`src/rtl/counter_timer_ctrl_pkg.sv`:
```
// Shared types and helpers for the interval timer controller.
// State encoding and terminal/reload value decode.
package counter_timer_ctrl_pkg;

  typedef enum logic [1:0] {
    IDLE = 2'd0,
    RUN  = 2'd1,
    DONE = 2'd2
  } state_t;

  // Up-counting runs 0..period; down-counting runs period..0.
  function automatic logic [31:0] start_val(
    input logic        up,
    input logic [31:0] per
  );
    return up ? 32'd0 : per;
  endfunction

  function automatic logic [31:0] term_val(
    input logic        up,
    input logic [31:0] per
  );
    return up ? per : 32'd0;
  endfunction

endpackage

```
`src/rtl/counter_behavioral.sv`:
```
// Loadable up/down counter with enable.
// Sole counting datapath of the timer.
module counter_behavioral #(
  parameter int n = 4
) (
  input  logic         clk,
  input  logic         res_n,
  input  logic         en,
  input  logic         count_up,
  input  logic         load,
  input  logic [n-1:0] set,
  output logic [n-1:0] count
);

  // Load has priority over stepping; en=0 freezes the value.
  always_ff @(posedge clk or negedge res_n) begin
    if (!res_n) begin
      count <= '0;
    end else if (en) begin
      if (load)
        count <= set;
      else if (count_up)
        count <= count + 1'b1;
      else
        count <= count - 1'b1;
    end
  end

endmodule

```
`src/rtl/counter_timer_ctrl.sv`:
```
// Interval timer sequencer around counter_behavioral.
// One-shot or periodic, up or down, with hold/abort.
module counter_timer_ctrl
  import counter_timer_ctrl_pkg::*;
#(
  parameter int n = 4
) (
  input  logic         clk,
  input  logic         res_n,
  input  logic         start,
  input  logic         abort,
  input  logic         hold,
  input  logic         periodic,
  input  logic         count_up,
  input  logic [n-1:0] period,
  output logic         busy,
  output logic         tick,
  output logic         done,
  output logic [n-1:0] count
);

  state_t       state_q;
  state_t       state_d;
  logic [n-1:0] per_q;
  logic         per_mode_q;
  logic         up_q;

  logic         cnt_en;
  logic         cnt_load;
  logic [n-1:0] cnt_set;
  logic         take;
  logic         at_term;
  logic [31:0]  per_w;
  logic [31:0]  new_w;
  logic [31:0]  lat_w;
  logic [31:0]  term_w;

  assign per_w   = 32'(period);
  assign lat_w   = 32'(per_q);
  assign new_w   = start_val(count_up, per_w);
  assign term_w  = term_val(up_q, lat_w);
  assign at_term = (count == term_w[n-1:0]);
  assign take    = (state_q != RUN)
                 && start && !abort;

  assign busy = (state_q == RUN);
  assign done = (state_q == DONE);

  // State register.
  always_ff @(posedge clk or negedge res_n) begin
    if (!res_n)
      state_q <= IDLE;
    else
      state_q <= state_d;
  end

  // Configuration is captured only when a start is accepted.
  always_ff @(posedge clk or negedge res_n) begin
    if (!res_n) begin
      per_q      <= '0;
      per_mode_q <= 1'b0;
      up_q       <= 1'b0;
    end else if (take) begin
      per_q      <= period;
      per_mode_q <= periodic;
      up_q       <= count_up;
    end
  end

  // Next state, tick and counter control.
  always_comb begin
    state_d  = state_q;
    cnt_en   = 1'b0;
    cnt_load = 1'b0;
    cnt_set  = '0;
    tick     = 1'b0;
    unique case (state_q)
      IDLE, DONE: begin
        if (abort) begin
          state_d = IDLE;
        end else if (start) begin
          cnt_en   = 1'b1;
          cnt_load = 1'b1;
          cnt_set  = new_w[n-1:0];
          state_d  = RUN;
        end
      end
      RUN: begin
        if (abort) begin
          state_d = IDLE;
        end else if (!hold) begin
          cnt_en = 1'b1;
          if (at_term) begin
            tick = 1'b1;
            if (per_mode_q) begin
              cnt_load = 1'b1;
              cnt_set  = up_q ? '0 : per_q;
            end else begin
              cnt_en  = 1'b0;
              state_d = DONE;
            end
          end
        end
      end
      default: state_d = IDLE;
    endcase
  end

  counter_behavioral #(.n(n)) u_cnt (
    .clk      (clk),
    .res_n    (res_n),
    .en       (cnt_en),
    .count_up (up_q | cnt_load & count_up),
    .load     (cnt_load),
    .set      (cnt_set),
    .count    (count)
  );

endmodule

```
`config.mk`:
```
export PLATFORM = sky130hd
export DESIGN_NAME = counter_timer_ctrl
export DESIGN_NICKNAME = d
export VERILOG_FILES = /design/src/rtl/counter_timer_ctrl_pkg.sv /design/src/rtl/counter_behavioral.sv /design/src/rtl/counter_timer_ctrl.sv
export SDC_FILE = /design/constraint.sdc
export NUM_CORES = 1
export LEC_CHECK = 0
export BUFFER_PORTS_ARGS = -buffer_cell sky130_fd_sc_hd__buf_2
export CAP_MARGIN = 20
export CORE_MARGIN = 2
export CORE_UTILIZATION = 55
export CTS_BUF_LIST = sky130_fd_sc_hd__clkbuf_8
export DETAILED_ROUTE_END_ITERATION = 12
export HOLD_SLACK_MARGIN = 0.08
export PLACE_DENSITY = 0.81
export SLEW_MARGIN = 15
export SYNTH_ARGS = -nofsm -noshare
export SYNTH_HDL_FRONTEND = slang
export SYNTH_SLANG_ARGS = --single-unit
```
`constraint.sdc`:
```
create_clock -name clk -period 3.66 [get_ports clk]
set_clock_uncertainty 0.15 [all_clocks]
set_input_delay 0.183 -clock clk [delete_from_list [all_inputs] [get_ports clk]]
set_output_delay 0.183 -clock clk [all_outputs]
set_load 0.05 [all_outputs]
```
## Yosys cells after proc, flatten, opt, wreduce, memory -nomap -nowiden

Index checks and enable logic that the tools add are counted.

- Add/subtract/negate cells: 2
- Multiply operators: 0
- Div/mod/pow operators: 0
- $lt $le $gt $ge: 0
- Eq/ne operators: 8
- Shift-type cells: 0
- Muxes and demuxes: 34
- Bitwise logic cells: 2
- Reductions and logical operators: 6

Operators by type and width:

| cell | number |
|---|---|
| $mux 4 | 11 |
| $mux 1 | 13 |
| $mux 2 | 6 |
| $ne 3x3->1 const B | 3 |
| $pmux 4 s2 | 1 |
| $add 4x1->4 const B | 1 |
| $eq 4x4->1 | 1 |
| $pmux 1 s2 | 2 |
| $pmux 2 s2 | 1 |
| $reduce_and 4->1 | 1 |
| $sub 4x1->4 const B | 1 |
| $ne 3x2->1 const B | 1 |
| $eq 2x1->1 const B | 1 |
| $eq 2x2->1 const B | 1 |
| $logic_and 1x1->1 | 2 |
| $logic_not 2->1 | 1 |
| $ne 2x1->1 const B | 1 |
| $reduce_or 2->1 | 1 |
| $and 1x1->1 | 1 |
| $logic_not 1->1 | 1 |
| $or 1x1->1 | 1 |

- Register bits: 12
- Bits in latches: 0
- Bits in writable memories: 0
- Memory bits (read-only): 0
- Memories: 0

## Logic depth before layout (Yosys ltp)

- Word-level depth: 10
- Mapped depth: 14
- Mapped depth without buffers: 13

## Cells and area by module

A second synthesis with hierarchy kept.

- Cells, all modules: 99
- Area, all modules: 940.9 um2

Modules (own cells, without submodules):

| module | instances | cells each | area an instance (um2) | sequential area each (um2) |
|---|---|---|---|---|
| counter_timer_ctrl | 1 | 68 | 649.4 | 200.2 |
| counter_behavioral | 1 | 31 | 291.5 | 100.1 |

## Worst setup path before layout

No wires, ideal clock.

- Path type: register -> register
- From: reg u_cnt.count[3]
- To: reg u_cnt.count[3]
- Arrival time: 2.890 ns
- Data required time: 3.385 ns
- Path slack: 0.495 ns
- Stages on the path, launching flop included: 14
- Path buffers: 0
- Clock period less this slack: 3.165 ns
- Path through: dfrtp_1 -> xnor2_1 -> nand4_1 -> a32o_2 -> o21ai_0 -> a21o_1 -> inv_1 -> ha_1 -> a21o_1 -> a21oi_1 -> xnor2_1 -> a21oi_1 -> o2bb2ai_1 -> mux2_2

- Cells in the longest elaborated chain, start to end: 9
- Elaborated cells between the ends (all ways): 19

RTL lines:

| what | line | RTL |
|---|---|---|
| start: declaration | counter_behavioral.sv:12 | `output logic [n-1:0] count` |
| start signal: assignment | counter_behavioral.sv:21 | `count <= set;` |
| start signal: assignment | counter_behavioral.sv:23 | `count <= count + 1'b1;` |
| start signal: assignment | counter_behavioral.sv:25 | `count <= count - 1'b1;` |
| $eq 4x4->1 | counter_timer_ctrl.sv:42 | `assign at_term = (count == term_w[n-1:0]);` |
| $mux 1 | counter_timer_ctrl.sv:93 | `if (at_term) begin` |
| $mux 1 | counter_timer_ctrl.sv:91 | `end else if (!hold) begin` |
| $mux 1 | counter_timer_ctrl.sv:89 | `if (abort) begin` |
| $pmux 1 s2 | counter_timer_ctrl.sv:77 | `unique case (state_q)` |
| $and 1x1->1 | counter_timer_ctrl.sv:113 | `.count_up (up_q \| cnt_load & count_up),` |
| $or 1x1->1 | counter_timer_ctrl.sv:113 |  |
| $mux 4 | counter_behavioral.sv:22 | `else if (count_up)` |
| $mux 4 | counter_behavioral.sv:20 | `if (load)` |

Parallel ways exist; a longest one is shown, timed or not.
A chain may end at the register's enable or synchronous reset.

## Worst setup path in the final report

- From: reg up_q
- To: reg u_cnt.count[3]

- Cells in the longest elaborated chain, start to end: 10
- Elaborated cells between the ends (all ways): 20

RTL lines:

| what | line | RTL |
|---|---|---|
| start: declaration | counter_timer_ctrl.sv:26 | `logic up_q;` |
| start signal: assignment | counter_timer_ctrl.sv:66 | `up_q <= count_up;` |
| $mux 4 | counter_timer_ctrl_pkg.sv:23 | `return up ? per : 32'd0;` |
| $eq 4x4->1 | counter_timer_ctrl.sv:42 |  |
| $mux 1 | counter_timer_ctrl.sv:93 |  |
| $mux 1 | counter_timer_ctrl.sv:91 |  |
| $mux 1 | counter_timer_ctrl.sv:89 |  |
| $pmux 1 s2 | counter_timer_ctrl.sv:77 |  |
| $and 1x1->1 | counter_timer_ctrl.sv:113 |  |
| $or 1x1->1 | counter_timer_ctrl.sv:113 |  |
| $mux 4 | counter_behavioral.sv:22 |  |
| $mux 4 | counter_behavioral.sv:20 |  |

Parallel ways exist; a longest one is shown, timed or not.

==> results.md <==
- TritonCTS Sinks: 12
- Number of setup violations in the final report: 0
- Delay-heaviest family, CP: compound AO/OA/AOI/OAI gates
- Slew margin rel.: around two thirds
- Crit path buf inv count: 1
- Cell count of the worst hold path: 2
- FP Rows: 13
- Fin Setup TNS: 0 ps
- Layout area overhead: 27.7%
- CP Capture Type: flop
- Root Buffer: clkbuf_8
- Total Power: 0.744 mW
- Post-synth top flop: dfrtp_1
- Crit-path slowest cell: dfrtp_1
- Cell area after placement: approximately 900 µm²
- Die area: 1790 µm²
- Htree depth: 1
- Hold crit path type: in2reg
- Maximum achievable frequency: around 0.3 GHz
- ANT cells: 0
- Die extent in y: 42.4 µm
- Overflow after GRT: 0
- First-pass GRT wire length: between 3000 and 4000 µm
- Hold Crit Start: count_up
- Layout Utilization: 77.5%
- Ports: 18
- Top post-synthesis cells by area: dfrtp_1 37%, mux2_2 8.3%, o21ai_0 4.3%, nor2_1 3.7%, inv_1 3.2%
- Cells after Synth: 88
- Crit path required time: 3640 ps
- Layout cell share with drive strength beyond 1: between 20% and 30%
- Via density per instance: roughly 5.8
- Wire length per cell: around 15 µm
- Post-route minimum period: roughly 3300 ps
- Final #Nets: 130
- Worst vdd ir: between 300 and 400 µV
- Hold Slack: around 94 ps
- Cell area power density: roughly 700 nW/µm²
- DP Cell Count: approximately 120
- Pre-Repair DR Iteration Count: 4
- Filler instances: 90
- CP Max Fanout: 12
- Total GRT Usage: about a quarter
- Worst skew pair latency: between 200 and 300 ps
- Clk slew on worst S/H paths: 50 ps
- Critical Path AT: 3270 ps
- Leading area contributor after synthesis: dfrtp_1
- Placeable core area: about 1300 µm²
- Post-Route WL: between 1500 and 2000 µm
- Number of global-route vias before repair: 765
- Postcts setup bufs: 0
- Area of the multi-input gates: 478 µm²
- Number of buffers created by CTS: 3
- Largest net degree at the start of global routing: 13
- Commonest cells in the netlist: 12 x dfrtp_1, 8 x nor2_1, 7 x inv_1, 7 x nand2_1, 7 x o21ai_0
- Status: finished clean
- Number of port buffers: 17
- Most common cell in the netlist: dfrtp_1
- Seq. cell area: between 300 and 400 µm²
- Initial cell density of the core: about 61%
- EDFF count, synth: 0
- Fin worst setup slack: 379 ps
- Clock tree buffer depth: 2
- Synth top area share: 37.1%
- Post-synthesis cell area: 810 µm²
- Tcrit/Tclk final: between 80% and 90%
- Warnings from Yosys: 0
- CTS tree: done
- Dpl ws: roughly 410 ps
- DP HPWL: about 1400 µm
- Crit path largest cell delay: 560 ps
- Final std cells w/o fill: between 100 and 150
- Residual DRC count: 0
- RR Startpoint: up_q
- Startpoint Class: flop
- Slew @ Worst Pin: roughly 520 ps
- Crit path kind: reg2reg
- Initial antenna violation count: 0
- Reg2reg end: u_cnt.count[3]
- Final Max Slew Viols: 0
- Net count after synthesis: roughly 100
- Leak pwr: 0.472 nW
- Crit. Startpoint: up_q
- Fraction of registers with async set/reset: 100%
- Final instance area: between 1000 and 1500 µm²
- Final antenna-violating net count: 0
- Netlist cell types: 36
- Chip width: between 40 and 50 µm
- Initial DRC count: 16
- Flop and latch count out of synthesis: 12
- RSZ-0062 raised after global routing: no
- Sequential fraction of the synthesis area: a little under two fifths
- Hold path endpoint: up_q
- GP Congestion: 0.818
- DR vias: ~750
- Reg2Reg Setup Slack: around 380 ps
- Max Cap Violations: 0
- Final hold violations: 0
- Synthesized area per cell: around 9.2 µm²
- Critical-path cell list: nand4b_1, o22a_1, a32o_2, o21ai_0, a21o_1, inv_1, ha_1, a21o_1, a21oi_1, xnor2_1, a21oi_1, o2bb2ai_1, mux2_2
- Worst R2R Path Depth: 13
==> report_power, final <==
part | switching, mW | internal (mW)
sequential | 0.0682 | 0.172
clock | 0.0540 | 0.0954
combinational | 0.204 | 0.150
total | 0.326 | 0.417
==> layout by cell type, fill, tap and decap left out, types with 2 or more instances in the layout <==
master	count
a21o_1	2
a21oi_1	2
buf_2	17
clkbuf_8	4
dfrtp_1	12
dlygate4sd3_1	7
ha_1	2
inv_1	7
mux2_2	6
nand2_1	7
nand2b_1	2
nand3_1	2
nand4_1	2
nor2_1	8
nor3_1	3
o21ai_0	7
xnor2_1	3
xor2_1	2
==> cell type report <==
class / instances / share of cell area, %
clock buffer: 4 / 5.33
inverter: 7 / 2.54
multi-input combinational: 68 / 46.2
sequential: 12 / 29.1
tap: 15 / 1.82
timing repair buffer: 24 / 15.0
==> state kept, by name, indices dropped and copies added, names as in the netlist <==
| register | count |
|---|---|
| per_q | 4 |
| u_cnt.count | 4 |
| state_q | 2 |
| per_mode_q | 1 |
| up_q | 1 |
==> per-layer routing <==
layer,share of wire [%],track usage (%),routed length (µm),up-vias
li1,-,-,-,368
met1,47,33.8,916,358
met2,47,40.9,928,20
met3,3.8,6.47,75,7
met4,2.3,13.1,46,0
met5,0,0,0,-
==> worst max-delay path by stage <==
| stage | depth (start not counted) | to |
|---|---|---|
| after detailed placement | 13 | u_cnt.count[3] |
| after floorplan | 13 | u_cnt.count[3] |
| after global placement | 13 | u_cnt.count[3] |
| after global routing | 13 | u_cnt.count[3] |
| final | 13 | u_cnt.count[3] |
| after CTS | 13 | u_cnt.count[3] |
==> repair_timing <==
action                    in CTS  in global routing
hold buffers                   7                  0
hold endpoints to repair      20                  0
resized for setup              0                  0
==> cells by family after synthesis <==
group                    Yosys count  share of synthesized area, %
AND/OR/NAND/NOR                   33                          21.5
AO/OA/AOI/OAI                     20                          16.8
XOR/XNOR                           5                          5.41
buffers and inverters              8                          3.86
adder cells (fa/ha/maj)            3                          5.56
multiplexers                       7                          9.74
flip-flops                        12                          37.1
No activity file was read; power rests on OpenSTA's default activity.
